**config.mk**
```make
export PLATFORM = sky130hd
export DESIGN_NAME = led_matrix_scanner
export DESIGN_NICKNAME = d
export VERILOG_FILES = /design/src/rtl/led_matrix_pkg.sv /design/src/rtl/led_scan_timer.sv /design/src/rtl/led_matrix_scanner.sv
export SDC_FILE = /design/constraint.sdc
export NUM_CORES = 1
export LEC_CHECK = 0
export ABC_AREA = 1
export CORE_MARGIN = 2
export CORE_UTILIZATION = 50
export CTS_BUF_LIST = sky130_fd_sc_hd__clkbuf_8
export DETAILED_ROUTE_END_ITERATION = 10
export PLACE_DENSITY = 0.74
export SYNTH_ARGS = -nofsm -noshare
export SYNTH_HDL_FRONTEND = slang
export SYNTH_SLANG_ARGS = --single-unit
```
**constraint.sdc**
```tcl
create_clock -name clk12MHz -period 3 [get_ports clk12MHz]
set_input_delay 0.75 -clock clk12MHz [delete_from_list [all_inputs] [get_ports clk12MHz]]
set_output_delay 0.75 -clock clk12MHz [all_outputs]
set_load 0.02 [all_outputs]
```
**src/rtl/led_matrix_pkg.sv**
```systemverilog
// Shared types and helpers for the LED matrix scanner.
// Scan phase encoding, parameter legality check and the brightness mapping
// (optional gamma curve, enabled in the top by LED_MATRIX_GAMMA_EN).
package led_matrix_pkg;

    typedef enum logic {
        BLANK  = 1'b0,
        ACTIVE = 1'b1
    } scan_phase_t;

    // The blanking gap must leave room in the slot, and the lit part of the
    // slot must hold a whole number of PWM periods.
    function automatic bit timing_legal(int unsigned slot_cycles,
                                        int unsigned blank_cycles,
                                        int unsigned bright_w);
        if (blank_cycles >= slot_cycles) return 1'b0;
        return ((slot_cycles - blank_cycles) % (32'd1 << bright_w)) == 32'd0;
    endfunction

    // Latched brightness -> effective PWM threshold. The gamma curve squares
    // the level; full scale always stays full scale.
    function automatic int unsigned bright_map(int unsigned b,
                                               int unsigned bright_w,
                                               bit          gamma_en);
        int unsigned full;
        full = (32'd1 << bright_w) - 32'd1;
        if (!gamma_en || b == full) return b;
        return (b * b) >> bright_w;
    endfunction

endpackage

```
**src/rtl/led_scan_timer.sv**
```systemverilog
// Slot and column counters for the LED matrix scanner.
// Emits the scan phase, the current column, the PWM index inside the lit
// part of the slot, and a strobe marking the frame boundary cycle.
import led_matrix_pkg::*;

module led_scan_timer #(
    parameter int COLS         = 4,
    parameter int SLOT_CYCLES  = 3000,
    parameter int BLANK_CYCLES = 40,
    parameter int BRIGHT_W     = 4,
    parameter int CW           = (COLS > 1) ? $clog2(COLS) : 1
) (
    input  logic                clk12MHz,
    input  logic                rst,
    output scan_phase_t         phase,
    output logic [CW-1:0]       col,
    output logic [BRIGHT_W-1:0] pwm_idx,
    output logic                boundary
);

    localparam int SCW = $clog2(SLOT_CYCLES);

    logic [SCW-1:0] slot_cnt;

    // Advance the slot counter every cycle; wrap it and step the column.
    always_ff @(posedge clk12MHz) begin
        if (rst) begin
            slot_cnt <= '0;
            col      <= '0;
        end else if (slot_cnt == SCW'(SLOT_CYCLES - 1)) begin
            slot_cnt <= '0;
            col      <= (col == CW'(COLS - 1)) ? '0 : col + CW'(1);
        end else begin
            slot_cnt <= slot_cnt + SCW'(1);
        end
    end

    // Decode phase, PWM index (low bits of the offset into the lit window)
    // and the frame boundary from the counters.
    always_comb begin
        phase    = (slot_cnt < SCW'(BLANK_CYCLES)) ? BLANK : ACTIVE;
        pwm_idx  = BRIGHT_W'(slot_cnt - SCW'(BLANK_CYCLES));
        boundary = (slot_cnt == '0) && (col == '0);
    end

endmodule

```
**src/rtl/led_matrix_scanner.sv**
```systemverilog
// Double-buffered multiplexed LED matrix driver.
// Writers fill the back buffer; a requested swap is applied only at a frame
// boundary so a frame is never torn. Brightness is latched per frame.
// Optional feature: define LED_MATRIX_GAMMA_EN to apply a squared gamma
// curve to the latched brightness.
import led_matrix_pkg::*;

module led_matrix_scanner #(
    parameter int COLS         = 4,
    parameter int ROWS         = 8,
    parameter int SLOT_CYCLES  = 3000,
    parameter int BLANK_CYCLES = 40,
    parameter int BRIGHT_W     = 4,
    parameter int CW           = (COLS > 1) ? $clog2(COLS) : 1
) (
    input  logic                clk12MHz,
    input  logic                rst,
    input  logic                wr_en,
    input  logic [CW-1:0]       wr_col,
    input  logic [ROWS-1:0]     wr_data,
    input  logic                swap_req,
    output logic                swap_pending,
    input  logic [BRIGHT_W-1:0] brightness,
    output logic                frame_start,
    output logic [ROWS-1:0]     led,
    output logic [COLS-1:0]     lcol
);

`ifdef LED_MATRIX_GAMMA_EN
    localparam bit GAMMA_EN = 1'b1;
`else
    localparam bit GAMMA_EN = 1'b0;
`endif

    if (!timing_legal(SLOT_CYCLES, BLANK_CYCLES, BRIGHT_W)) begin : g_bad_timing
        $error("led_matrix_scanner: BLANK_CYCLES must be < SLOT_CYCLES and (SLOT_CYCLES-BLANK_CYCLES) a multiple of 2**BRIGHT_W");
    end

    typedef logic [COLS-1:0][ROWS-1:0] fb_t;

    scan_phase_t         phase;
    logic [CW-1:0]       col;
    logic [BRIGHT_W-1:0] pwm_idx;
    logic                boundary;

    fb_t                 front, back, front_n, back_n;
    logic [BRIGHT_W-1:0] bright_lat, bright_n, bright_eff;
    logic                pend_n;
    logic                wr_ok;
    logic                lit;

    led_scan_timer #(
        .COLS         (COLS),
        .SLOT_CYCLES  (SLOT_CYCLES),
        .BLANK_CYCLES (BLANK_CYCLES),
        .BRIGHT_W     (BRIGHT_W),
        .CW           (CW)
    ) u_timer (
        .clk12MHz (clk12MHz),
        .rst      (rst),
        .phase    (phase),
        .col      (col),
        .pwm_idx  (pwm_idx),
        .boundary (boundary)
    );

    // A column index beyond the matrix can only occur when COLS is not a
    // power of two; such writes are dropped.
    if (COLS == (1 << CW)) begin : g_wr_full
        assign wr_ok = wr_en;
    end else begin : g_wr_range
        assign wr_ok = wr_en && (int'(wr_col) < COLS);
    end

    // Next buffer/brightness/swap state. The write lands in the pre-swap back
    // buffer, so a write in the boundary cycle shows up in the new frame.
    always_comb begin
        back_n   = back;
        front_n  = front;
        bright_n = bright_lat;
        pend_n   = swap_req | (swap_pending & ~boundary);
        if (wr_ok) begin
            back_n[wr_col] = wr_data;
        end
        if (boundary) begin
            bright_n = brightness;
            if (swap_pending) begin
                front_n = back_n;
                back_n  = front;
            end
        end
        bright_eff = BRIGHT_W'(bright_map(32'(bright_n), BRIGHT_W, GAMMA_EN));
        lit        = (pwm_idx < bright_eff) || (bright_eff == '1);
    end

    // Register buffers, swap flag, frame pulse and the active-low drives.
    always_ff @(posedge clk12MHz) begin
        if (rst) begin
            front        <= '0;
            back         <= '0;
            bright_lat   <= '0;
            swap_pending <= 1'b0;
            frame_start  <= 1'b0;
            led          <= '1;
            lcol         <= '1;
        end else begin
            front        <= front_n;
            back         <= back_n;
            bright_lat   <= bright_n;
            swap_pending <= pend_n;
            frame_start  <= boundary;
            if (phase == ACTIVE) begin
                lcol <= ~(COLS'(1) << col);
                led  <= lit ? ~front_n[col] : '1;
            end else begin
                lcol <= '1;
                led  <= '1;
            end
        end
    end

endmodule

```
# Yosys cells after proc, flatten, opt, wreduce, memory -nomap -nowiden
# Cells that the tools add are included.
dict set report op_classes {
  reduce_logical 8
  shifts 1
  n_eq_ne 3
  n_lt_le_gt_ge 5
  n_mux 12
  addsub 3
  n_bitwise 6
}
# operator n
set ops {}
lappend ops {{$mux W32} 5}
lappend ops {{$bwmux W32} 1}
lappend ops {{$bmux W8 S2} 1}
lappend ops {{$demux W8 S2} 1}
lappend ops {{$mux W8} 2}
lappend ops {{$add A12 B1 Y12 const B} 1}
lappend ops {{$eq A12 B12 Y1 const B} 1}
lappend ops {{$logic_not A12 Y1} 1}
lappend ops {{$lt A12 B6 Y1 const B} 1}
lappend ops {{$not A8 Y8} 1}
lappend ops {{$lt A2 B3 Y1 const B} 2}
lappend ops {{$eq A4 B4 Y1 const B} 1}
lappend ops {{$lt A4 B4 Y1} 1}
lappend ops {{$mux W4} 1}
lappend ops {{$not A4 Y4} 1}
lappend ops {{$reduce_or A2 Y1} 2}
lappend ops {{$shl A1 B2 Y4 const A} 1}
lappend ops {{$sub A4 B4 Y4 const B} 1}
lappend ops {{$reduce_or A3 Y1} 1}
lappend ops {{$add A2 B1 Y2 const B} 1}
lappend ops {{$eq A2 B2 Y1 const B} 1}
lappend ops {{$ge A2 B1 Y1 const B} 1}
lappend ops {{$logic_and A1 B1 Y1} 2}
lappend ops {{$logic_not A2 Y1} 1}
lappend ops {{5 further kinds} 6}
dict set report totals {
  word_cells 53
  register_bits 96
}

# Longest topological paths before layout
dict set report depth {
  word_depth 11
  ltp_mapped 16
  mapped_depth_nobuf 14
}

# Cells and area by module
# A second synthesis with hierarchy kept.
dict set report unflattened {
  cells_unflattened 680
  hier_area_um2 4611.9
}
# mod seq_area_each_um2 cells_each area_each_um2 n_inst
set modules_own_cells {}
lappend modules_own_cells {led_matrix_scanner 1641.6 561 3822.4 1}
lappend modules_own_cells {led_scan_timer 280.3 119 789.5 1}

# Least setup slack after synthesis
# OpenSTA, ideal clock, no wires.
dict set report synth_timing {
  path_type {reg-to-reg}
  from {reg u_timer.col[0]}
  to {reg led[1]}
  path_stages_with_launch 15
  period_less_slack_ps 2568
  required_ps 2867
  t_arrival_ps 2435
  setup_slack_ps 432
  setup_ps 133
  path_cell_list {dfxtp_1 clkbuf_1 clkinv_1 clkbuf_1 ha_1 nand2_1 nor2_1 nand3_2 nand2_1 o21ai_1 ha_1 a31oi_1 nand2_1 nand2_1 nand3_1}
}
dict set report synth_between {
  elab_chain_cells 7
  elab_cells_between_ends 12
  cone_classes {order compare: 1; eq/ne: 1; mux: 4; bitwise: 2; reduce/logical: 4}
}
# item line
set synth_rtl {}
lappend synth_rtl {{start, declared} led_scan_timer.sv:16} ;# output logic [CW-1:0] col,
lappend synth_rtl {{start signal, assigned} led_scan_timer.sv:32} ;# col <= (col == CW'(COLS - 1)) ? '0 : col + CW'(1);
lappend synth_rtl {{$logic_not A2 Y1} led_scan_timer.sv:43} ;# boundary = (slot_cnt == '0) && (col == '0);
lappend synth_rtl {{$logic_and A1 B1 Y1} led_scan_timer.sv:43}
lappend synth_rtl {{$mux W4} led_matrix_scanner.sv:85} ;# if (boundary) begin
lappend synth_rtl {{$lt A4 B4 Y1 / $eq A4 B4 Y1 (equally long branches)} led_matrix_scanner.sv:93} ;# lit = (pwm_idx < bright_eff) || (bright_eff == '1);
lappend synth_rtl {{$logic_or A1 B1 Y1} led_matrix_scanner.sv:93}
lappend synth_rtl {{$not A1 Y1 (no line)} --}
lappend synth_rtl {{$reduce_or A3 Y1 (no line)} --}
lappend synth_rtl {{end signal, assigned} led_matrix_scanner.sv:114} ;# led <= lit ? ~front_n[col] : '1;
lappend synth_rtl {{end, declared} led_matrix_scanner.sv:25} ;# output logic [ROWS-1:0] led,
# Several ways; a longest one is shown, not always the timed one. The select of a mux whose other input is x is not followed.
# A chain may end at the register's enable or synchronous reset.

# Worst setup path in the final report
dict set report layout_timing {
  from {reg u_timer.slot_cnt[0]}
  to {reg led[4]}
}
dict set report layout_between {
  elab_chain_cells 7
  elab_cells_between_ends 14
  cone_classes {add/sub: 1; order compare: 2; eq/ne: 1; mux: 4; bitwise: 2; reduce/logical: 4}
}
# item line
set layout_rtl {}
lappend layout_rtl {{start, declared} led_scan_timer.sv:23} ;# logic [SCW-1:0] slot_cnt;
lappend layout_rtl {{start signal, assigned} led_scan_timer.sv:34} ;# slot_cnt <= slot_cnt + SCW'(1);
lappend layout_rtl {{parallel branches: the longest is 7 deep, another holds $sub A4 B4 Y4} --}
# Parallel ways; which one is timed is not known. The select of a mux whose other input is x is not followed.

==> results.cfg <==
[run_status]
outcome = complete, no violations

[timing]
finalHoldViolCount = 0
setup-violations-final = 0
achievable-frequency_ghz = 0.4110
tightestPinTransition_ns = 0.5284
layout_worst_path_cycle_share = 0.8110
final_slew_violations = 0
worst_case_clock_skew_ns = 0.008122
tns_ns = 0
worst_slack_ns = 0.5671
final_period_minus_worst_setup_slack_ns = 2.433
slew-limit-headroom = 0.6445
grt_setup_unrepaired = no

[die]
top_level_ports = 32
initial_utilization = 0.5137
rows = 34
chip_width_um = 98.43
floorplan.die.height_um = 98.43
fp.coreArea_mm2 = 0.008678
fp.dieArea_mm2 = 0.009687

[placement]
place.gp.congestion = 0.8439
dpl_worst_slack_ns = 0.4255
portBuffers = 31
dp_hpwl_mm = 6.903
dpl_cell_area_mm2 = 0.004847

[global_routing]
grt_antenna_before_repair = 0
grt_start_max_net_pins = 63
grt_pass1_wl_mm = 17.46
grt_use_total = 0.2225
grt_pass1_vias = 3720
grt_overflow_total = 0

[clock_network]
cts_inserted_buffers = 9
cts_repair_resize_count = 0
cts_setup_buffers = 0
cts_tree = done
clock_sink_count = 96
cts_root_buf = clkbuf_8
clk_transition_reported_paths_ns = 0.09
cts-htree-levels = 3
clock_latency_ns = 0.36
cts_hold_repair.buffers = 0
clock_path_buffers = 2

[layout]
final_nets = 671
multi_input_area_mm2 = 0.002148
final.fill_count = 834
post-route-cell-area_mm2 = 0.005046
final_core_utilization = 0.5815
sequential_cell_area_mm2 = 0.001922
n_antenna_cell = 0
drive_gt1_frac = 0.1031
synthToLayoutAreaGrowth_pct = 13.19

[worst_setup_path]
worst-setup-path-type = reg2reg
critical_path.startpoint_type = register
reg2reg_slack_ns = 0.57
timing.critical_path.fanout_max = 8
critical-path-slowest-cell = dfxtp_1
crit_chain = inv_1 -> ha_1 -> nand2_2 -> nor2_1 -> nand3_2 -> o21ai_1 -> ha_1 -> a31oi_1 -> nand2_1 -> nand2_1 -> nand3_1
worst-endpoint-required_ns = 3.22
critical_path.max_stage_delay_ns = 0.33
setup.worst_path.start = u_timer.slot_cnt[0]
cp_data_arrival_time_ns = 2.66
worst_setup_end_kind = register
critical_path.reg2reg.startpoint = u_timer.slot_cnt[0]

[detailed_routing]
detail_route.drc_violations = 0
detailedRoute.firstIterationViolations = 223
drt_first_pass_iters = 5
drt-total-wl_mm = 10.26
routed_wire_per_std_cell_um = 13.53
postRouteAntennaNets = 0
detailroute.via_count = 3975
vias_per_cell = 5.244

[synthesis]
proportion_of_synthesized_flip_flops_having_asynchronous_set_or_reset = 0
synth.top_cell.area_share = 0.4311
synth_top_area_cell = dfxtp_1
synthesis.nets = 645
synth_top_cells_by_count = nand2_1, dfxtp_1, nor2_1
synth_edf_count = 0
post_synthesis_cells = 619
synthesis.area_per_instance_um2 = 7.202
post-synth-top-count-cell = nand2_1
synth_area_leaders = dfxtp_1, nand2_1, nor2_1, nand3_1, inv_1
synth-main-ff-cell = dfxtp_1
ys_seq_elements = 96
ys_warn_count = 0
syn-cell-area_mm2 = 0.004458
yosysUniqueCellTypes = 33
synth_sequential_area_ratio = 0.4311

[pwr]
cellLeakagePower_nw = 2.215
power.density_cell_area_mw_per_mm2 = 526.1
peak_supply_drop_v = 0.0002476

[flow_run]
maxCapViolations = 0

[worst_hold_path]
holdCritStartpoint = u_timer.slot_cnt[0]
min-delay-path-class = reg2reg
## critical path: cells and delay by family (launching register included)
kind,cells,cell delay (ns)
simple gates,6,0.92
compound gates,2,0.44
flops,1,0.33
fa+ha+maj,2,0.49
buf+inv,1,0.11
## logic make-up (layout without fill, tap and decap cells)
family          count (synthesis)  count (layout)  synth area share
xor+xnor                        2               2          0.003930
buf+inv                        85             116           0.08813
compound gates                104             104            0.1462
flops                          96              96            0.4311
simple gates                  324             324            0.3082
fa+ha+maj                       8               8           0.02245
## stage by stage
stage               std cells  hold WS, ns  power, mW
finish                    758       0.4593      2.655
global route              758       0.4822      2.799
CTS                       758       0.4694      2.672
detailed placement        742       0.4510      1.835
global placement          742       0.4302      1.820
floorplan                 619       0.4173      1.732
## path summary, 6_finish.rpt
path,cells past startpoint,end
worst max register to register,11,led[4]
worst max-delay path,11,led[4]
worst min-delay path,1,u_timer.slot_cnt[0]
worst min register to register,1,u_timer.slot_cnt[0]
## routing by layer
metal / track usage / wire length (um) / up-vias
met2: 0.3616 / 4916 / 92
li1: - / - / 2054
met4: 0.07798 / 158 / 0
met1: 0.3047 / 4635 / 1816
met5: 0 / 0 / -
met3: 0.03191 / 548 / 13
## placed cells by master, fill, tap and decap left out
master	netlist	routed
nand2_1	153	153
dfxtp_1	96	96
nor2_1	93	93
nand3_1	56	55
inv_1	46	48
o21ai_1	31	31
clkdlybuf4s50_1	0	30
o21ai_0	23	23
a21oi_1	23	23
a211oi_2	12	12
buf_4	1	12
clkbuf_8	0	10
inv_2	8	8
ha_1	8	8
a211oi_1	6	6
o21ai_2	5	5
nand3_2	3	4
nor2_4	3	3
nor3_1	3	3
nor2_2	2	2
nand2_2	2	2
o21a_1	2	2
nor4_1	2	2
nand4_1	2	2
nor3_2	2	2
nor3b_1	2	2
xor2_1	2	2
a31oi_1	2	2
clkinvlp_4	0	2
buf_12	0	2
clkinv_1	1	1
or2_0	1	1
clkinv_4	0	1
bufinv_16	0	1
buf_2	11	1
## final cells by class
type | instances | area share
clock buffer | 10 | 0.02727
timing repair buffer | 45 | 0.08629
clock inverter | 6 | 0.01215
inverter | 55 | 0.04091
sequential | 96 | 0.3809
tap | 108 | 0.02678
multi-input combinational | 438 | 0.4257
## state kept, by name, indices dropped and copies added, names as in the netlist, 2 cells and up
name / count
led: 8
lcol: 4
u_timer.slot_cnt: 12
bright_lat: 4
front: 32
u_timer.col: 2
back: 32
## power breakdown
| group | internal, mW | switching [mW] | total, mW | leakage, nW |
|---|---|---|---|---|
| logic | 0.159 | 0.266 | 0.425 | 1.33 |
| clock network | 0.404 | 0.445 | 0.849 | 0.101 |
| registers | 1.35 | 0.0296 | 1.38 | 0.784 |
No activity file was read; power rests on OpenSTA's default activity.
